$ cat src/rtl/bit_stream_serializer_if.sv
// Parallel-word handshake plus serial stream and framing strobes of the bit stream serializer.
interface bit_stream_serializer_if #(
  parameter int unsigned WIDTH = 8
);
  logic [WIDTH-1:0] data_in;
  logic             data_valid;
  logic             data_ready;
  logic             serial_out;
  logic             bit_valid;
  logic             word_done;
  logic             busy;

  modport master (
    output data_in, data_valid,
    input  data_ready, serial_out, bit_valid, word_done, busy
  );

  modport slave (
    input  data_in, data_valid,
    output data_ready, serial_out, bit_valid, word_done, busy
  );
endinterface

$ cat src/rtl/bit_stream_serializer.sv
// Loads a parallel word on a valid/ready accept and shifts it out one bit per clock,
// chaining words with no gap when the next one is offered on the last-bit cycle.
module bit_stream_serializer #(
  parameter int unsigned WIDTH     = 8,
  parameter bit          MSB_FIRST = 1'b1,
  parameter bit          IDLE_BIT  = 1'b0
) (
  input logic                    clk,
  input logic                    reset,
  bit_stream_serializer_if.slave bus
);
  localparam int unsigned CNT_W = $clog2(WIDTH);

  typedef enum logic {
    ST_IDLE,
    ST_SHIFT
  } state_e;

  state_e             state_q, state_d;
  logic [CNT_W-1:0]   cnt_q, cnt_d;
  logic [WIDTH-1:0]   shreg_q, shreg_d;
  logic               serial_q, serial_d;
  logic               bit_valid_q, bit_valid_d;
  logic               word_done_q, word_done_d;
  logic               ready;
  logic               accept;

  assign ready  = (state_q == ST_IDLE) || ((state_q == ST_SHIFT) && (cnt_q == '0));
  assign accept = ready && bus.data_valid;

  // State register and registered outputs
  always_ff @(posedge clk or negedge reset) begin
    if (!reset) begin
      state_q     <= ST_IDLE;
      cnt_q       <= '0;
      shreg_q     <= '0;
      serial_q    <= IDLE_BIT;
      bit_valid_q <= 1'b0;
      word_done_q <= 1'b0;
    end else begin
      state_q     <= state_d;
      cnt_q       <= cnt_d;
      shreg_q     <= shreg_d;
      serial_q    <= serial_d;
      bit_valid_q <= bit_valid_d;
      word_done_q <= word_done_d;
    end
  end

  // Next-state: shreg holds only the bits not yet presented, aligned so the next one
  // sits at the end selected by MSB_FIRST.
  always_comb begin
    state_d     = state_q;
    cnt_d       = cnt_q;
    shreg_d     = shreg_q;
    serial_d    = serial_q;
    bit_valid_d = bit_valid_q;
    word_done_d = 1'b0;

    if (accept) begin
      state_d     = ST_SHIFT;
      cnt_d       = CNT_W'(WIDTH - 1);
      bit_valid_d = 1'b1;
      if (MSB_FIRST) begin
        serial_d = bus.data_in[WIDTH-1];
        shreg_d  = {bus.data_in[WIDTH-2:0], 1'b0};
      end else begin
        serial_d = bus.data_in[0];
        shreg_d  = {1'b0, bus.data_in[WIDTH-1:1]};
      end
    end else if ((state_q == ST_SHIFT) && (cnt_q != '0)) begin
      cnt_d       = CNT_W'(cnt_q - CNT_W'(1));
      word_done_d = (cnt_q == CNT_W'(1));
      if (MSB_FIRST) begin
        serial_d = shreg_q[WIDTH-1];
        shreg_d  = {shreg_q[WIDTH-2:0], 1'b0};
      end else begin
        serial_d = shreg_q[0];
        shreg_d  = {1'b0, shreg_q[WIDTH-1:1]};
      end
    end else if (state_q == ST_SHIFT) begin
      state_d     = ST_IDLE;
      shreg_d     = '0;
      serial_d    = IDLE_BIT;
      bit_valid_d = 1'b0;
    end
  end

  assign bus.data_ready = ready;
  assign bus.serial_out = serial_q;
  assign bus.bit_valid  = bit_valid_q;
  assign bus.word_done  = word_done_q;
  assign bus.busy       = (state_q == ST_SHIFT);
endmodule

$ cat src/flat_wrapper.sv
// flat-port wrapper written by rule: the top's interface ports become plain ports
module bit_stream_serializer_flat 
#(
  parameter int unsigned WIDTH     = 8,
  parameter bit          MSB_FIRST = 1'b1,
  parameter bit          IDLE_BIT  = 1'b0
)
  (clk, reset, bus_data_in, bus_data_valid, bus_data_ready, bus_serial_out, bus_bit_valid, bus_word_done, bus_busy);
  bit_stream_serializer_if #(.WIDTH(WIDTH)) bus_i ();
  input logic clk;
  input logic reset;
  input wire logic [$bits(bus_i.data_in)-1:0] bus_data_in;
  input wire logic [$bits(bus_i.data_valid)-1:0] bus_data_valid;
  output wire logic [$bits(bus_i.data_ready)-1:0] bus_data_ready;
  output wire logic [$bits(bus_i.serial_out)-1:0] bus_serial_out;
  output wire logic [$bits(bus_i.bit_valid)-1:0] bus_bit_valid;
  output wire logic [$bits(bus_i.word_done)-1:0] bus_word_done;
  output wire logic [$bits(bus_i.busy)-1:0] bus_busy;
  assign bus_i.data_in = bus_data_in;
  assign bus_i.data_valid = bus_data_valid;
  assign bus_data_ready = bus_i.data_ready;
  assign bus_serial_out = bus_i.serial_out;
  assign bus_bit_valid = bus_i.bit_valid;
  assign bus_word_done = bus_i.word_done;
  assign bus_busy = bus_i.busy;
  bit_stream_serializer #(.WIDTH(WIDTH), .MSB_FIRST(MSB_FIRST), .IDLE_BIT(IDLE_BIT)) u_core (.clk(clk), .reset(reset), .bus(bus_i));
endmodule
$ cat config.mk
export PLATFORM = sky130hd
export DESIGN_NAME = bit_stream_serializer_flat
export DESIGN_NICKNAME = d
export VERILOG_FILES = /design/src/rtl/bit_stream_serializer_if.sv /design/src/rtl/bit_stream_serializer.sv /design/src/flat_wrapper.sv
export SDC_FILE = /design/constraint.sdc
export NUM_CORES = 1
export LEC_CHECK = 0
export CAP_MARGIN = 40
export CELL_PAD_IN_SITES_DETAIL_PLACEMENT = 1
export CELL_PAD_IN_SITES_GLOBAL_PLACEMENT = 1
export CORE_MARGIN = 8
export CORE_UTILIZATION = 42
export CTS_BUF_LIST = sky130_fd_sc_hd__clkbuf_4
export CTS_CLUSTER_DIAMETER = 60
export DETAILED_ROUTE_END_ITERATION = 12
export PLACE_DENSITY_LB_ADDON = 0.1
export SLEW_MARGIN = 30
export SYNTH_ARGS = -nofsm -noshare
export SYNTH_HDL_FRONTEND = slang
export SYNTH_SLANG_ARGS = --single-unit
$ cat constraint.sdc
create_clock -name clk -period 2.9 [get_ports clk]
set_clock_uncertainty 0.15 [all_clocks]
set_input_delay 0.29 -clock clk [delete_from_list [all_inputs] [get_ports clk]]
set_output_delay 0.29 -clock clk [all_outputs]
set_load 0.02 [all_outputs]
---- Yosys cells after proc, flatten, opt, wreduce, memory -nomap -nowiden ----
Cells that the tools add are included.
cells by class
  add/sub/neg operators ................... 1
  bitwise operators ....................... 1
  reductions and logical operators ........ 10
  equality and inequality tests ........... 2
  mux-type cells .......................... 14
operator list
  operator               number
  $mux W8                3
  $mux W1                9
  $mux W3                2
  $reduce_bool A3 Y1     2
  $reduce_bool A2 Y1     2
  $eq A3 B1 Y1 const B   1
  $logic_and A1 B1 Y1    3
  $logic_not A3 Y1       1
  $sub A3 B1 Y3 const B  1
  $ne A2 B1 Y1 const B   1
  $reduce_and A2 Y1      1
  $logic_or A1 B1 Y1     1
  $not A1 Y1             1
storage, ports and cells
  logic and storage cells ................. 34
  register bits ........................... 15
  bits of input ports ..................... 11

---- Depth between registers and ports, before layout ----
Gate-level depths: netlist of run 1.
  depth after elaboration ................. 6
  mapped depth ............................ 8

---- Worst setup path after synthesis of run 1 ----
Ideal clock, no wire load.
  kind .................................... flip-flop to output port
  start point ............................. register u_core.cnt_q[0]
  end point ............................... output port bus_data_ready
  arrival time ............................ 1147 ps
  path slack .............................. 1313 ps
  stages on the path, launching flop included .. 7
  cell sequence ........................... dfrtp_1 > inv_1 > ha_1 > ha_1 > nor2b_4 > inv_2 > buf_6
on the way
  word-level cells in the longest chain between the ends .. 3
ends and longest elaborated chain
  item                    line                         text
  start, declared         bit_stream_serializer.sv:20  logic [CNT_W-1:0] cnt_q, cnt_d;
  start signal, assigned  bit_stream_serializer.sv:42  cnt_q <= cnt_d;
  $logic_not A3 Y1        bit_stream_serializer.sv:28  assign ready = (state_q == ST_IDLE) || ((state_q == ST_SHIFT) && (cnt_q == '0));
  $logic_and A1 B1 Y1     bit_stream_serializer.sv:28
  $logic_or A1 B1 Y1      bit_stream_serializer.sv:28
  end, declared           flat_wrapper.sv:14           output wire logic [$bits(bus_i.data_ready)-1:0] bus_data_ready;
Every way passes these cells.

---- Final worst setup path of run 1 ----
Same ends and word-level chain as after synthesis.

==> results of run 1 <==
-- registers in the layout (all words and copies together), names as in the netlist --
| signal | count |
|---|---|
| u_core.shreg_q | 7 |
| u_core.cnt_q | 3 |
| u_core.bus.word_done | 1 |
| u_core.bus.bit_valid | 1 |
| u_core.bus.serial_out | 1 |
| u_core.bus.busy | 1 |
-- logic make-up after synthesis --
logic type | count (synthesis)
AND/OR/NAND/NOR | 22
AO/OA/AOI/OAI | 14
adder cells (fa/ha/maj) | 3
flip-flops | 14
buffers and inverters | 7
-- worst max-delay path by stage --
stage,from,end,slack (ns),cells past startpoint
final,u_core.cnt_q[0]$_DFFE_PN0P_,bus_data_ready,0.25,6
after global routing,u_core.cnt_q[0]$_DFFE_PN0P_,bus_data_ready,0.10,6
after CTS,u_core.cnt_q[0]$_DFFE_PN0P_,bus_data_ready,0.22,6
after detailed placement,u_core.cnt_q[0]$_DFFE_PN0P_,bus_data_ready,0.55,6
after global placement,u_core.cnt_q[0]$_DFFE_PN0P_,bus_data_ready,0.59,6
after floorplan,u_core.cnt_q[0]$_DFFE_PN0P_,bus_data_ready,1.31,6
-- critical path, stage by stage, from the launching register on --
cell	delay (ns)
dfrtp_1	0.40
inv_1	0.06
ha_1	0.19
ha_1	0.22
nor2b_4	0.26
inv_2	0.21
clkdlybuf4s50_1	0.59
-- power by group --
group,internal (mW),switching [mW],total (mW),leakage (nW)
sequential,0.275,0.0498,0.325,0.177
clock,0.0499,0.0638,0.114,0.0154
combinational,0.170,0.221,0.391,0.202
-- final cells by class --
cell class	count	area, um^2
Tap cell	16	20.0
Inverter	4	15.0
Timing Repair Buffer	15	150
Multi-Input combinational cell	39	280
Sequential cell	14	350
Clock inverter	1	3.75
Fill cell	168	664
Clock buffer	3	22.5
-- cells in the final DEF, fill, tap and decap left out --
master,count
clkdlybuf4s50_1,15
dfrtp_1,14
nand2_1,8
a22oi_1,7
nand3_2,6
inv_1,3
ha_1,3
clkbuf_4,3
nor2_2,2
a21oi_1,2
o21ai_0,2
o21ai_2,2
nor2b_4,1
inv_2,1
and3_1,1
a32o_1,1
nor2_1,1
nand3_1,1
nor3_1,1
nand2b_1,1
clkinv_1,1
-- layer usage --
metal	vias up	track usage	part of all wire
li1	240	-	-
met1	243	0.130	0.47
met2	11	0.157	0.47
met3	4	0.0297	0.042
met4	0	0.0412	0.015
met5	-	0	0
==> impl_metrics.toml, run 1 <==
[outcome]
status = "completed"

[power]
leakage_nw = 0.395
power_density_nw_per_um2 = 985
vdd_drop_max_mv = 0.489
power_mw = 0.830

[global_route]
grt_pass1_wl_mm = 2.69
grt-ovfl-total = 0
track_usage = 0.103
grt_start_max_net_pins = 16
grt_pass1_vias = 555
antenna_found_initial = 0

[layout]
drive_above_1_share = 0.197
diodes = 0
fin_nets = 91
fin_area_um2 = 842
postLayoutCoreUtil = 0.559
syn2layout_area_growth_pct = 24.6
post_layout_nonfiller_instances = 92

[floorplanning]
die_area_um2 = 3150
chipHeight_um = 56.1
core_area_um2 = 1510
io_pins = 16
rows = 14
dieWidth_um = 56.1
initial_utilization = 0.449

[synth]
synth-xor-area-share = 0
yosysSeqAreaShare = 0.519
synth_compound_area_frac = 0.148
syn_nets = 74
ys_types = 20
synth_fa_ha_area_frac = 0.0556
netlist.area_leader.share = 0.519
synth_mux_area_frac = 0
ys.flop_type = "dfrtp_1"
synthCells = 60
synth_top_family_by_area = "simple AND/OR/NAND/NOR gates"
synth_edf_count = 0
yosysTopAreaCell = "dfrtp_1"
synth.most_common_cell = "dfrtp_1"
synthSimpleGateAreaFrac = 0.211
ys_ff_latch = 14
netlist_top_cells_area = "dfrtp_1 (52%), nand3_2 (8.9%), a22oi_1 (7.8%)"
synthArstFlopShare = 1.00
synth_area_um2 = 676
yosys-top-cells-count = "dfrtp_1 (14), nand2_1 (8), a22oi_1 (7), nand3_2 (6)"
synth_warnings = 0
syn_avg_cell_area_um2 = 11.3

[setup_path]
r2r-end = "u_core.shreg_q[1]$_DFFE_PN0P_"
rr_startpoint = "u_core.cnt_q[0]$_DFFE_PN0P_"
cp-start-kind = "flip-flop"
endpoint_kind = "output port"
worstSetupPathType = "reg2out"
arrival_ns = 2.21
crit_required_ns = 2.46
ff2ff_path_depth = 6
r2r_slack_ns = 1.01
cp_max_fo = 15

[cts]
clock-sinks = 14
cts_root_buf = "clkbuf_4"
clk_pin_slew_ns = 0.09
clockBufferDepth = 2
cts_hold_buf = 0
cts_resized = 0
cts_made_buffers = 3
cts_tree = "done"
cts_max_level = 1
clkLatencyLatePin_ns = 0.28
post_cts_buffers = 0

[timing]
final_max_slew_viol_count = 0
finalHoldViolations = 0
worst_hold_slack_ns = 0.241
final-setup-viol-count = 0
tightest_slew_ns = 0.622
setup_ws_ns = 0.253
fmax_mhz = 378
min_period_ns = 2.65
finalSetupTns_ns = 0
rsz0062_at_grt = "no"
slew_headroom = 0.584
final.period_utilization = 0.913

[placed_design]
portBuffers = 15
place_area_um2 = 816
place_inst = 88
place.gp.congestion = 0.710
place_hpwl_mm = 1.06
place_worst_setup_slack_ns = 0.554

[detailed_routing]
vias = 498
wl_mm = 1.44
firstDrtPassIters = 3
drt-vias-per-instance = 5.41
drt_first_iter_violations = 4
ant_nets = 0
drc_errors = 0
routedWlPerCell_um = 15.6

[flow_run]
max_cap_viol_count = 0

[min_path]
hold_path_class = "in2async"
(Power assumes the default switching activity.)
==> inputs of run 2 (changes only) <==
CORE_ASPECT_RATIO = 0.8   (was not set)
CORE_UTILIZATION = 26   (was 42)
CTS_CLUSTER_DIAMETER = not set   (was 60)
GPL_TIMING_DRIVEN = 0   (was not set)
==> run 2 against run 1 <==
Compared with the run above: cell area is 6.5% higher; clock power about the same; worst setup slack better by 0.11 ns; critical path depth grew 1; cell count grew 25%; global-route usage fell by 2.4 points; combinational power up 11%; non-clock buffer count grew 3; core utilization fell by 19 points; wire length increased by 9.8%; total power up 4.8%; maximum frequency up 4.4%; critical path type unchanged.
==> impl_metrics.toml, run 2 (same netlist as run 1, synthesis figures left out) <==
[cts]
cts_hold_buf = 0
post_cts_buffers = 0
clkLatencyLatePin_ns = 0.28
cts_made_buffers = 3
clockBufferDepth = 2
cts_resized = 0
cts_max_level = 1
cts_root_buf = "clkbuf_4"
clk_pin_slew_ns = 0.09
cts_tree = "done"
clock-sinks = 14

[setup_path]
cp_max_fo = 10
endpoint_kind = "output port"
cp-startpoint = "u_core.cnt_q[0]$_DFFE_PN0P_"
crit_required_ns = 2.46
arrival_ns = 2.10
r2r_slack_ns = 1.26
rr_startpoint = "u_core.cnt_q[0]$_DFFE_PN0P_"
cp-start-kind = "flip-flop"
crit_end = "bus_data_ready"
r2r-end = "u_core.shreg_q[2]$_DFFE_PN0P_"
worstSetupPathType = "reg2out"
ff2ff_path_depth = 8

[flow_run]
max_cap_viol_count = 0

[timing]
slew_headroom = 0.567
worst_hold_slack_ns = 0.256
final_max_slew_viol_count = 0
finalSetupTns_ns = 0
tightest_slew_ns = 0.647
rsz0062_at_grt = "no"
final-setup-viol-count = 0
final.period_utilization = 0.874
finalHoldViolations = 0
min_period_ns = 2.54
fmax_mhz = 394

[power]
power_density_nw_per_um2 = 969
leakage_nw = 0.411
vdd_drop_max_mv = 0.405

[layout]
syn2layout_area_growth_pct = 32.8
final_common_cell = "clkdlybuf4s50_1"
diodes = 0
largest_register_ffs = 7
drive_above_1_share = 0.228
top_regs = "u_core.shreg_q x7, u_core.cnt_q x3"
regMostFlops = "u_core.shreg_q"
mostFrequentLayoutCells = "clkdlybuf4s50_1 (15), dfrtp_1 (14), nand2_1 (8)"
fin_nets = 94

[detailed_routing]
drt-vias-per-instance = 4.32
drt_first_iter_violations = 14
vias = 497
firstDrtPassIters = 4
wl_mm = 1.58
ant_nets = 0
routedWlPerCell_um = 13.7
drc_errors = 0

[global_route]
grt_pass1_vias = 523
grt_pass1_wl_mm = 2.62
grt-ovfl-total = 0
grt_start_max_net_pins = 15
track_usage = 0.0782
antenna_found_initial = 0

[placed_design]
place_hpwl_mm = 1.14
portBuffers = 15
place.gp.congestion = 0.676

[outcome]
status = "completed"

[floorplanning]
dieWidth_um = 73.0
io_pins = 16
chipHeight_um = 61.6
die_area_um2 = 4500
core_area_um2 = 2460
rows = 16
initial_utilization = 0.274

[min_path]
hold_path_class = "in2async"
[run 2: how the worst min path moves through the flow]
stage	from	end	depth (start not counted)
2_1_floorplan	reset	u_core.bus.bit_valid$_DFFE_PN0P_	0
3_3_place_gp	u_core.shreg_q[1]$_DFFE_PN0P_	u_core.shreg_q[1]$_DFFE_PN0P_	1
3_5_place_dp	u_core.bus.serial_out$_DFFE_PN0P_	u_core.bus.serial_out$_DFFE_PN0P_	2
4_1_cts	reset	u_core.cnt_q[0]$_DFFE_PN0P_	1
5_1_grt	reset	u_core.cnt_q[0]$_DFFE_PN0P_	1
6_report	reset	u_core.shreg_q[1]$_DFFE_PN0P_	1
[run 2: power by group]
group / internal (mW) / leakage, nW / switching [mW] / total, mW
Combinational: 0.202 / 0.219 / 0.233 / 0.434
Sequential: 0.275 / 0.177 / 0.0483 / 0.323
Clock: 0.0498 / 0.0154 / 0.0623 / 0.112
Total: 0.526 / 0.411 / 0.343 / 0.869
[run 2: worst max-delay path, stage by stage, from the launching register on]
cell and delay, ns:
dfrtp_1 0.42, inv_1 0.07, ha_1 0.14, ha_1 0.20, nor2b_4 0.06, inv_2 0.11, buf_6 0.18, clkdlybuf4s50_1 0.62
[run 2: final cells by class]
class / instances / area, um^2
inverters: 4 / 15.0
clock buffers: 3 / 22.5
clock inverters: 1 / 3.75
multi-input cells: 39 / 280
flip-flops and latches: 14 / 350
fillers: 289 / 1570
well taps: 36 / 45.0
plain buffers: 3 / 30.0
repair buffers: 15 / 150
[run 2: layer usage]
layer / share of wire / GRT usage
met5: 0 / 0
met4: 0.0076 / 0.0170
met3: 0.058 / 0.0423
met2: 0.47 / 0.118
met1: 0.46 / 0.0958
[run 2: stage by stage]
stage                     instances  power (mW)  setup WS [ns]  area, um^2  utilization
final                           115       0.869          0.365         897        0.364
after global routing            115       0.949          0.255         897        0.364
after CTS                       115       0.892          0.329         897        0.364
after detailed placement        111       0.775          0.653         871        0.354
after global placement          111       0.766          0.660         871        0.354
after floorplan                  60       0.625           1.31         676            -
==> inputs of run 3 (changes only) <==
CAP_MARGIN = 15   (was 40)
RECOVER_POWER = 100   (was not set)
SKIP_LAST_GASP = 1   (was not set)
==> run 3 against run 2 <==
Compared with the run above: first-iteration DRC count down 14%; die area is the same; via count shrank 0.80%; sequential power about the same; largest power group unchanged; combinational power is 8.5% lower; wire length about the same; cell count unchanged; sequential share of layout area increased by 0.78 points; global-route usage unchanged; total power decreased by 4.6%; sequential cell count stayed put; count of clock-buffer cells in the layout unchanged.
==> impl_metrics.toml, run 3 (same netlist as run 1, synthesis figures left out) <==
[outcome]
status = "completed"

[layout]
diodes = 0
drive_above_1_share = 0.177
fin_area_um2 = 880
mostFrequentLayoutCells = "dfrtp_1 (14), clkdlybuf4s50_1 (10), nand2_1 (8)"
top_regs = "u_core.shreg_q x7, u_core.cnt_q x3"
fin_nets = 94
syn2layout_area_growth_pct = 30.2
largest_register_ffs = 7
final_common_cell = "dfrtp_1"
regMostFlops = "u_core.shreg_q"

[timing]
tightest_slew_ns = 0.650
slew_headroom = 0.565
min_period_ns = 2.58
worst_hold_slack_ns = 0.324
rsz0062_at_grt = "no"
final.period_utilization = 0.891
finalSetupTns_ns = 0
setup_ws_ns = 0.316
fmax_mhz = 387
final-setup-viol-count = 0
final_max_slew_viol_count = 0
finalHoldViolations = 0

[placed_design]
place_worst_setup_slack_ns = 0.653
place_hpwl_mm = 1.14
portBuffers = 15
place.gp.congestion = 0.676
place_area_um2 = 871

[setup_path]
arrival_ns = 2.14
worstSetupPathType = "reg2out"
path_cells = "inv_1 -> ha_1 -> ha_1 -> nor2b_1 -> inv_1 -> buf_6 -> clkdlybuf4s50_1"
cp-start-kind = "flip-flop"
endpoint_kind = "output port"
cp_max_fo = 10
crit_family = "buffers and inverters"
cpMaxStageDelayCell = "clkdlybuf4s50_1"
slowest_delay_ns = 0.54
crit_buf_inv = 4
crit_required_ns = 2.46

[detailed_routing]
wl_mm = 1.58
drt-vias-per-instance = 4.29
vias = 493
routedWlPerCell_um = 13.7
firstDrtPassIters = 3
drt_first_iter_violations = 12
drc_errors = 0
ant_nets = 0

[power]
power_mw = 0.829
switching_power_mw = 0.334
seqPwrFrac = 0.386
power.internal_mw = 0.495
combPwrFrac = 0.478
vdd_drop_max_mv = 0.394
leakage_nw = 0.403
power_density_nw_per_um2 = 943
clockPowerShare = 0.135
netSwitchingFraction = 0.403

[cts]
clockBufferDepth = 2
cts_resized = 0
clk_pin_slew_ns = 0.09
cts_tree = "done"
cts_root_buf = "clkbuf_4"
clkLatencyLatePin_ns = 0.28
post_cts_buffers = 0
clock-sinks = 14
cts_max_level = 1
cts_made_buffers = 3
cts_hold_buf = 0

[min_path]
hold_path_class = "in2async"

[floorplanning]
io_pins = 16
rows = 16
core_area_um2 = 2460
dieWidth_um = 73.0
chipHeight_um = 61.6
die_area_um2 = 4500
initial_utilization = 0.274

[global_route]
grt_use_met1 = 0.0958
busiest_layer = "met2"
track_usage = 0.0782
grt-ovfl-total = 0
grt_pass1_vias = 523
grt_use_met2 = 0.118
antenna_found_initial = 0
grt_start_max_net_pins = 15
grt_pass1_wl_mm = 2.62
grt_use_met3 = 0.0423

[flow_run]
max_cap_viol_count = 0
==> run 3: worst paths after layout <==
path                                                   start                           endpoint  slack, ns  cells past startpoint
hold reg to reg            u_core.bus.serial_out$_DFFE_PN0P_  u_core.bus.serial_out$_DFFE_PN0P_       0.35                      2
max in group asynchronous                              reset        u_core.bus.busy$_DFFE_PN0P_       1.86                      1
min in group clk           u_core.bus.serial_out$_DFFE_PN0P_  u_core.bus.serial_out$_DFFE_PN0P_       0.35                      2
setup / recovery                 u_core.cnt_q[0]$_DFFE_PN0P_                     bus_data_ready       0.32                      7
setup reg to reg                 u_core.cnt_q[0]$_DFFE_PN0P_      u_core.shreg_q[2]$_DFFE_PN0P_       1.08                      7
hold / removal                                         reset      u_core.shreg_q[1]$_DFFE_PN0P_       0.32                      1
==> run 3: power groups by stage <==
stage / clock (mW) / sequential [mW] / combinational (mW)
after floorplan: 0 / 0.341 / 0.284
after global placement: 0 / 0.324 / 0.442
after CTS: 0.119 / 0.322 / 0.450
final: 0.112 / 0.320 / 0.397
after global routing: 0.126 / 0.332 / 0.451
after detailed placement: 0 / 0.325 / 0.450
==> run 3: worst reg2reg max path: cells and delay by family (launching register included) <==
| kind | cells | cell delay (ns) |
|---|---|---|
| compound gates | 1 | 0.17 |
| flops | 1 | 0.40 |
| buf+inv | 2 | 0.43 |
| fa+ha+maj | 2 | 0.38 |
| simple gates | 2 | 0.23 |
==> run 3: area by class of cell <==
type                            count  area [um^2]
Clock buffer                        3         22.5
Clock inverter                      1         3.75
Multi-Input combinational cell     39          270
Sequential cell                    14          350
Timing Repair Buffer               15          150
Tap cell                           36         45.0
Buffer                              3         22.5
Inverter                            4         15.0
Fill cell                         290         1580
==> run 3: per-stage QoR <==
step | cells | util
2_1_floorplan | 60 | -
3_3_place_gp | 111 | 0.354
3_5_place_dp | 111 | 0.354
4_1_cts | 115 | 0.364
5_1_grt | 115 | 0.357
6_report | 115 | 0.357
==> run 3: layer usage <==
metal / part of all wire / up-vias
met5: 0 / -
met1: 0.46 / 234
met3: 0.064 / 2
met2: 0.47 / 10
met4: 0.0076 / 0
li1: - / 247
